[src/rtl/npc_pkg.sv]
// Shared fetch-stage definitions: FSM state encoding, AXI response code and the canonical NOP.
package npc_pkg;

  typedef enum logic [1:0] {
    IDLE = 2'd0,
    ADDR = 2'd1,
    DATA = 2'd2,
    OUT  = 2'd3
  } ifu_state_t;

  localparam logic [1:0]  AXI_RESP_OKAY = 2'b00;
  localparam logic [31:0] INST_NOP      = 32'h0000_0013;

  // RV32 without compressed instructions needs word-aligned fetch addresses.
  function automatic logic pc_misaligned(input logic [1:0] pc_lsb);
    return pc_lsb != 2'b00;
  endfunction

endpackage

[src/rtl/ifu_watchdog.sv]
// R-channel wait watchdog: counts DATA cycles and flags expiry on the LIMIT-th cycle.
// Only compiled when IFU_TIMEOUT_EN is defined; single cycle, no backpressure.
`ifdef IFU_TIMEOUT_EN
module ifu_watchdog #(
  parameter int unsigned LIMIT = 255
) (
  input  logic clk,
  input  logic rst,
  input  logic enable,
  input  logic clear,
  output logic expired
);

  localparam int unsigned CNT_W = $clog2(LIMIT + 1);

  logic [CNT_W-1:0] count;

  // Count already holds LIMIT-1 on the LIMIT-th wait cycle, so expiry is flagged then.
  assign expired = enable && (count == CNT_W'(LIMIT - 1));

  always_ff @(posedge clk or posedge rst) begin
    if (rst) begin
      count <= '0;
    end else if (clear) begin
      count <= '0;
    end else if (enable && !expired) begin
      count <= count + CNT_W'(1);
    end
  end

endmodule
`endif

[src/rtl/ifu_fetch.sv]
// Fetch stage: one AXI4-Lite read per request, 3-cycle minimum latency, one transaction in flight.
// Backpressure: req_ready low while the bus is busy; result held until inst_ready. IFU_TIMEOUT_EN adds an R-wait watchdog.
module ifu_fetch
  import npc_pkg::*;
#(
  parameter int unsigned ADDR_W         = 32,
  parameter int unsigned DATA_W         = 32,
  parameter int unsigned TIMEOUT_CYCLES = 255
) (
  input  logic              clk,
  input  logic              rst,
  input  logic              req_valid,
  output logic              req_ready,
  input  logic [ADDR_W-1:0] req_pc,
  output logic [ADDR_W-1:0] araddr,
  output logic              arvalid,
  input  logic              arready,
  input  logic [DATA_W-1:0] rdata,
  input  logic [1:0]        rresp,
  input  logic              rvalid,
  output logic              rready,
  output logic              inst_valid,
  input  logic              inst_ready,
  output logic [DATA_W-1:0] inst,
  output logic [ADDR_W-1:0] inst_pc,
  output logic [ADDR_W-1:0] inst_snpc,
  output logic              inst_fault
);

  ifu_state_t state;
  logic       accept;
  logic       misaligned;
  logic       wd_expired;

  // OUT chains straight into the next fetch when decode drains in the same cycle.
  assign req_ready  = !rst && ((state == IDLE) || ((state == OUT) && inst_ready));
  assign accept     = req_valid && req_ready;
  assign misaligned = pc_misaligned(req_pc[1:0]);

  // The latched PC doubles as the bus address.
  assign araddr = inst_pc;

`ifdef IFU_TIMEOUT_EN
  ifu_watchdog #(
    .LIMIT (TIMEOUT_CYCLES)
  ) u_watchdog (
    .clk     (clk),
    .rst     (rst),
    .enable  (state == DATA),
    .clear   (arvalid && arready),
    .expired (wd_expired)
  );
`else
  // Without the watchdog DATA waits indefinitely for rvalid.
  assign wd_expired = 1'b0 && (TIMEOUT_CYCLES != 0);
`endif

  always_ff @(posedge clk or posedge rst) begin
    if (rst) begin
      state      <= IDLE;
      arvalid    <= 1'b0;
      rready     <= 1'b0;
      inst_valid <= 1'b0;
      inst_fault <= 1'b0;
      inst       <= '0;
      inst_pc    <= '0;
      inst_snpc  <= '0;
    end else if (accept) begin
      inst_pc   <= req_pc;
      inst_snpc <= req_pc + ADDR_W'(4);
      if (misaligned) begin
        state      <= OUT;
        inst_valid <= 1'b1;
        inst_fault <= 1'b1;
        inst       <= DATA_W'(INST_NOP);
      end else begin
        state      <= ADDR;
        inst_valid <= 1'b0;
        arvalid    <= 1'b1;
      end
    end else begin
      case (state)
        IDLE: ;
        ADDR: begin
          if (arready) begin
            arvalid <= 1'b0;
            rready  <= 1'b1;
            state   <= DATA;
          end
        end
        DATA: begin
          if (rvalid) begin
            rready     <= 1'b0;
            inst       <= rdata;
            inst_fault <= (rresp != AXI_RESP_OKAY);
            inst_valid <= 1'b1;
            state      <= OUT;
          end else if (wd_expired) begin
            rready     <= 1'b0;
            inst       <= DATA_W'(INST_NOP);
            inst_fault <= 1'b1;
            inst_valid <= 1'b1;
            state      <= OUT;
          end
        end
        OUT: begin
          if (inst_ready) begin
            inst_valid <= 1'b0;
            state      <= IDLE;
          end
        end
        default: state <= IDLE;
      endcase
    end
  end

endmodule

[config.mk]
export PLATFORM = sky130hd
export DESIGN_NAME = ifu_fetch
export DESIGN_NICKNAME = d
export VERILOG_FILES = /design/src/rtl/npc_pkg.sv /design/src/rtl/ifu_watchdog.sv /design/src/rtl/ifu_fetch.sv
export SDC_FILE = /design/constraint.sdc
export NUM_CORES = 1
export LEC_CHECK = 0
export ABC_AREA = 1
export BUFFER_PORTS_ARGS = -buffer_cell sky130_fd_sc_hd__buf_2
export CAP_MARGIN = 20
export CORE_MARGIN = 5
export CORE_UTILIZATION = 44
export DETAILED_ROUTE_END_ITERATION = 6
export GPL_ROUTABILITY_DRIVEN = 0
export HOLD_SLACK_MARGIN = 0.02
export PLACE_DENSITY_LB_ADDON = 0.05
export SKIP_LAST_GASP = 1
export SYNTH_ARGS = -nofsm -noshare
export SYNTH_HDL_FRONTEND = slang
export SYNTH_SLANG_ARGS = --single-unit
[constraint.sdc]
create_clock -name clk -period 3.8 [get_ports clk]
set_input_delay 0.76 -clock clk [delete_from_list [all_inputs] [get_ports clk]]
set_output_delay 0.76 -clock clk [all_outputs]
set_load 0.05 [all_outputs]
## Yosys cells after proc, flatten, opt, wreduce, memory -nomap -nowiden

Cells that the tools add are included.

- $add $sub $neg: 1
- Equality and inequality tests: 10
- Mux-type cells: 26
- Bitwise gates (word level): 1
- Reductions and logical operators: 20

Operators with widths:

| cell | count |
|---|---|
| 2-to-1 mux 32 bit | 4 |
| adder 32 x 3 -> 32 bit (second input constant) | 1 |
| 2-to-1 mux 1 bit | 14 |
| nonzero test 2 bit | 7 |
| 2-to-1 mux 2 bit | 5 |
| != test 3 bit (second input constant) | 3 |
| AND reduction 3 bit | 3 |
| AND reduction 4 bit | 2 |
| != test 2 bit (second input constant) | 3 |
| case mux 2 bit (3 select lines) | 1 |
| == test 2 bit (second input constant) | 2 |
| case mux 1 bit (2 select lines) | 2 |
| nonzero test 4 bit | 1 |
| logical AND 1 bit | 3 |
| nonzero test 3 bit | 1 |
| == test 2 x 1 -> 1 bit (second input constant) | 1 |
| logical NOT 2 bit | 1 |
| != test 2 x 1 -> 1 bit (second input constant) | 1 |
| logical NOT 1 bit | 1 |
| logical OR 1 bit | 1 |
| inverter 1 bit | 1 |

- Bits in registers: 102
- Input bits: 72

## Depth between registers and ports, before layout

- Word-level depth: 7
- Gate-level depth with buffers: 11

## Worst setup path after synthesis

OpenSTA, ideal clock, no wires.

- Path kind: input -> output
- Start point: in rst
- End point: out req_ready
- Arrival time: 3.417 ns
- Data required time: 3.040 ns
- Path slack: -0.377 ns
- Stages: 3
- Path buffers: 0
- Path through: inv_1 -> nand2_1 -> inv_1

- Word-level cells in the longest chain between the ends: 2

Ends and longest elaborated chain:

| what | RTL line | RTL |
|---|---|---|
| start: declaration | ifu_fetch.sv:11 | `input logic rst,` |
| logical NOT 1 bit (no line) | n/a |  |
| logical AND 1 bit | ifu_fetch.sv:36 | `assign req_ready = !rst && ((state == IDLE) \|\| ((state == OUT) && inst_ready));` |
| end: declaration | ifu_fetch.sv:13 | `output logic req_ready,` |

Every way passes these cells.

## Worst setup path after layout

- Start point: reg state[0]
- End point: reg inst[29]

- Word-level cells in the longest chain between the ends: 7
- Elaborated cells on any way between the ends: 12
- Classes of those cells: eq/ne (3); mux (1); reduce/logical (8)

Ends and longest elaborated chain:

| what | RTL line | RTL |
|---|---|---|
| start: declaration | ifu_fetch.sv:30 | `ifu_state_t state;` |
| start signal: assignment | ifu_fetch.sv:60 | `state <= IDLE;` |
| start signal: assignment | ifu_fetch.sv:72 | `state <= OUT;` |
| start signal: assignment | ifu_fetch.sv:77 | `state <= ADDR;` |
| == test 2 bit | ifu_fetch.sv:36 |  |
| logical AND 1 bit | ifu_fetch.sv:36 |  |
| logical OR 1 bit | ifu_fetch.sv:36 |  |
| logical AND 1 bit | ifu_fetch.sv:36 |  |
| logical AND 1 bit | ifu_fetch.sv:37 | `assign accept = req_valid && req_ready;` |
| != test 2 x 1 -> 1 bit (no line) or nonzero test 2 bit (tied branches) | n/a |  |
| AND reduction 3 bit (no line) | n/a |  |
| end signal: assignment | ifu_fetch.sv:75 | `inst <= DATA_W'(INST_NOP);` |
| end signal: assignment | ifu_fetch.sv:94 | `inst <= rdata;` |
| end signal: assignment | ifu_fetch.sv:100 | `inst <= DATA_W'(INST_NOP);` |
| end: declaration | ifu_fetch.sv:24 | `output logic [DATA_W-1:0] inst,` |

Several ways; a longest one is shown, not always the timed one.
A chain may end at the register's enable or synchronous reset.

==> results.toml <==
[sta]
setup-tns-final_ns = 0
clock.fmax_mhz = 416
setup_viol = 0
period_share_pct = 63.2
finalHoldViolations = 0
fin_worst_skew_ns = 0.00726
period_needed_ns = 2.40
drv_slew = 0
rsz0062_at_grt = "no"
setup_ws_ns = 1.40
slew-limit-headroom_pct = 41.8
max_slew.worst_pin.slew_ns = 0.873

[worst_hold_path]
hold_depth = 2
hold_path.class = "reg -> reg"

[logic_synthesis]
syn_inst = 651
syn_area_per_cell_sq_um = 8.00
synth_area_sq_mm = 0.00521
yosysSeqAreaShare_pct = 48.0
ys_warn_count = 0
postSynthNetCount = 728
ys_seq_elements = 100
synth.distinct_cells = 29

[routing]
routed_via_density = 4.83
route.antenna.remaining_nets = 0
wl_per_cell_microns = 14.2
drtIter0Drc = 266
vias = 4631
drc_errors = 0
dr.pass1.iters = 4
routed_wl_microns = 13600

[placed_design]
port_buffers = 204
place_ws_ns = 1.14
hpwlAfterDp_microns = 9990

[clocking]
cts_resized = 0
htreeDepth = 3
root_buffer = "clkbuf_16"
clk_pin_slew_ns = 0.07
cts_tree = "built"
clock_path_buffers = 2
post_cts_buffers = 0
cts_buffers = 9
cts.sinks = 100
cts_hold_buf = 0
clk_latency_ns = 0.34

[critical_path]
path_class = "reg -> reg"
crit_path_max_fanout = 62
crit_required_ns = 4.02
arrival_ns = 2.62
start_kind = "flop"
critPathCaptureType = "flop"
worst_r2r_path_depth = 9

[flow_run]
cap_violations = 0

[cells_and_area]
layout_common_cells = "nand2_1 (285), buf_2 (204), dfrtp_1 (100), inv_1 (44)"
area_delta_synth_final_pct = 21.5
drive_gt1_share_pct = 31.7
antenna_cells = 0
final_net_count = 888
layout_commonest_cell = "nand2_1"

[grt]
overflow = 0
antenna_found_initial = 0
grt_pass1_vias = 4495
grt_max_degree = 94
grt_use_total_pct = 19.2
grt_pass1_wl_microns = 22400

[die]
die_area_sq_mm = 0.0141
rows = 39
die_h_microns = 119
start_util_pct = 45.2
die_x_microns = 119
num_io_pins = 205
coreArea_sq_mm = 0.0115

[run_status]
status = "completed"
-- flip-flops by register name (all words and copies together) (netlist names) --
signal	flops
state	2
inst_snpc	30
inst	32
arvalid	1
rready	1
araddr	32
inst_valid	1
inst_fault	1
-- routing by layer --
metal | track usage, % | vias to the layer above | routed length (microns)
met1 | 26.2 | 2142 | 6350
met2 | 30.6 | 151 | 6170
li1 | - | 2324 | -
met3 | 4.03 | 14 | 889
met5 | 0 | - | 0
met4 | 6.44 | 0 | 178
-- path summary, 6_finish.rpt --
| kind | startpoint | endpoint | slack (ns) |
|---|---|---|---|
| hold reg to reg | inst[5] | inst[5] | 0.48 |
| setup reg to reg | state[0] | inst[29] | 1.40 |
| max in group asynchronous | rst | inst_snpc[30] | 2.46 |
| setup / recovery | state[0] | inst[29] | 1.40 |
| hold / removal | inst[5] | inst[5] | 0.48 |
| min in group asynchronous | rst | inst[11] | 0.61 |
-- metrics by stage --
step                instance area [sq um]  util [%]  hold WS, ns  instances
floorplan                            5210         -        0.526        651
finish                               6330      55.0        0.478        959
global placement                     6000      52.1        0.460        943
CTS                                  6330      55.0        0.480        959
detailed placement                   6000      52.1        0.463        943
global route                         6330      55.0        0.494        959
-- cell type report --
class	count	area, sq um
Fill cell	1165	5180
Timing Repair Buffer	207	1060
Multi-Input combinational cell	447	2080
Clock buffer	11	233
Inverter	46	181
Sequential cell	100	2500
Tap cell	143	179
Clock inverter	5	100
-- critical path, stage by stage (launching register included) --
cell and delay [ns]:
dfrtp_1 0.41, ha_1 0.25, nand2_1 0.08, nand2_2 0.07, nand3_4 0.28, clkinv_4 0.41
nand2_4 0.24, nand2_8 0.26, nand2_1 0.17, o21ai_2 0.06
-- cell usage after synthesis, drive strengths merged --
| cell | number | area, sq um |
|---|---|---|
| dfrtp | 100 | 2500 |
| o21bai | 1 | 7.51 |
| ha | 5 | 62.6 |
| nor2 | 38 | 165 |
| nand2 | 288 | 1110 |
| nand4 | 12 | 75.1 |
| o21a | 1 | 7.51 |
| inv | 45 | 169 |
| o211ai | 4 | 30.0 |
| clkinv | 1 | 8.76 |
| buf | 57 | 447 |
| xor2 | 5 | 43.8 |
| clkbuf | 1 | 3.75 |
| o21ai | 57 | 372 |
| nand3 | 32 | 183 |
| nand3b | 1 | 7.51 |
| xnor2 | 1 | 8.76 |
| nor3 | 2 | 10.0 |
-- cells by family (layout without fill, tap and decap cells) --
group | Yosys count | in the layout | share of synthesized area, %
AND/OR/NAND/NOR | 373 | 373 | 29.7
buffers and inverters | 104 | 269 | 12.1
flip-flops | 100 | 100 | 48.0
AO/OA/AOI/OAI | 63 | 63 | 8.00
XOR/XNOR | 6 | 6 | 1.01
adder cells (fa/ha/maj) | 5 | 5 | 1.20
Power is left out: the tool's default activity adds up to more than one toggle a clock period on the data nets, which glitch-free logic cannot reach.
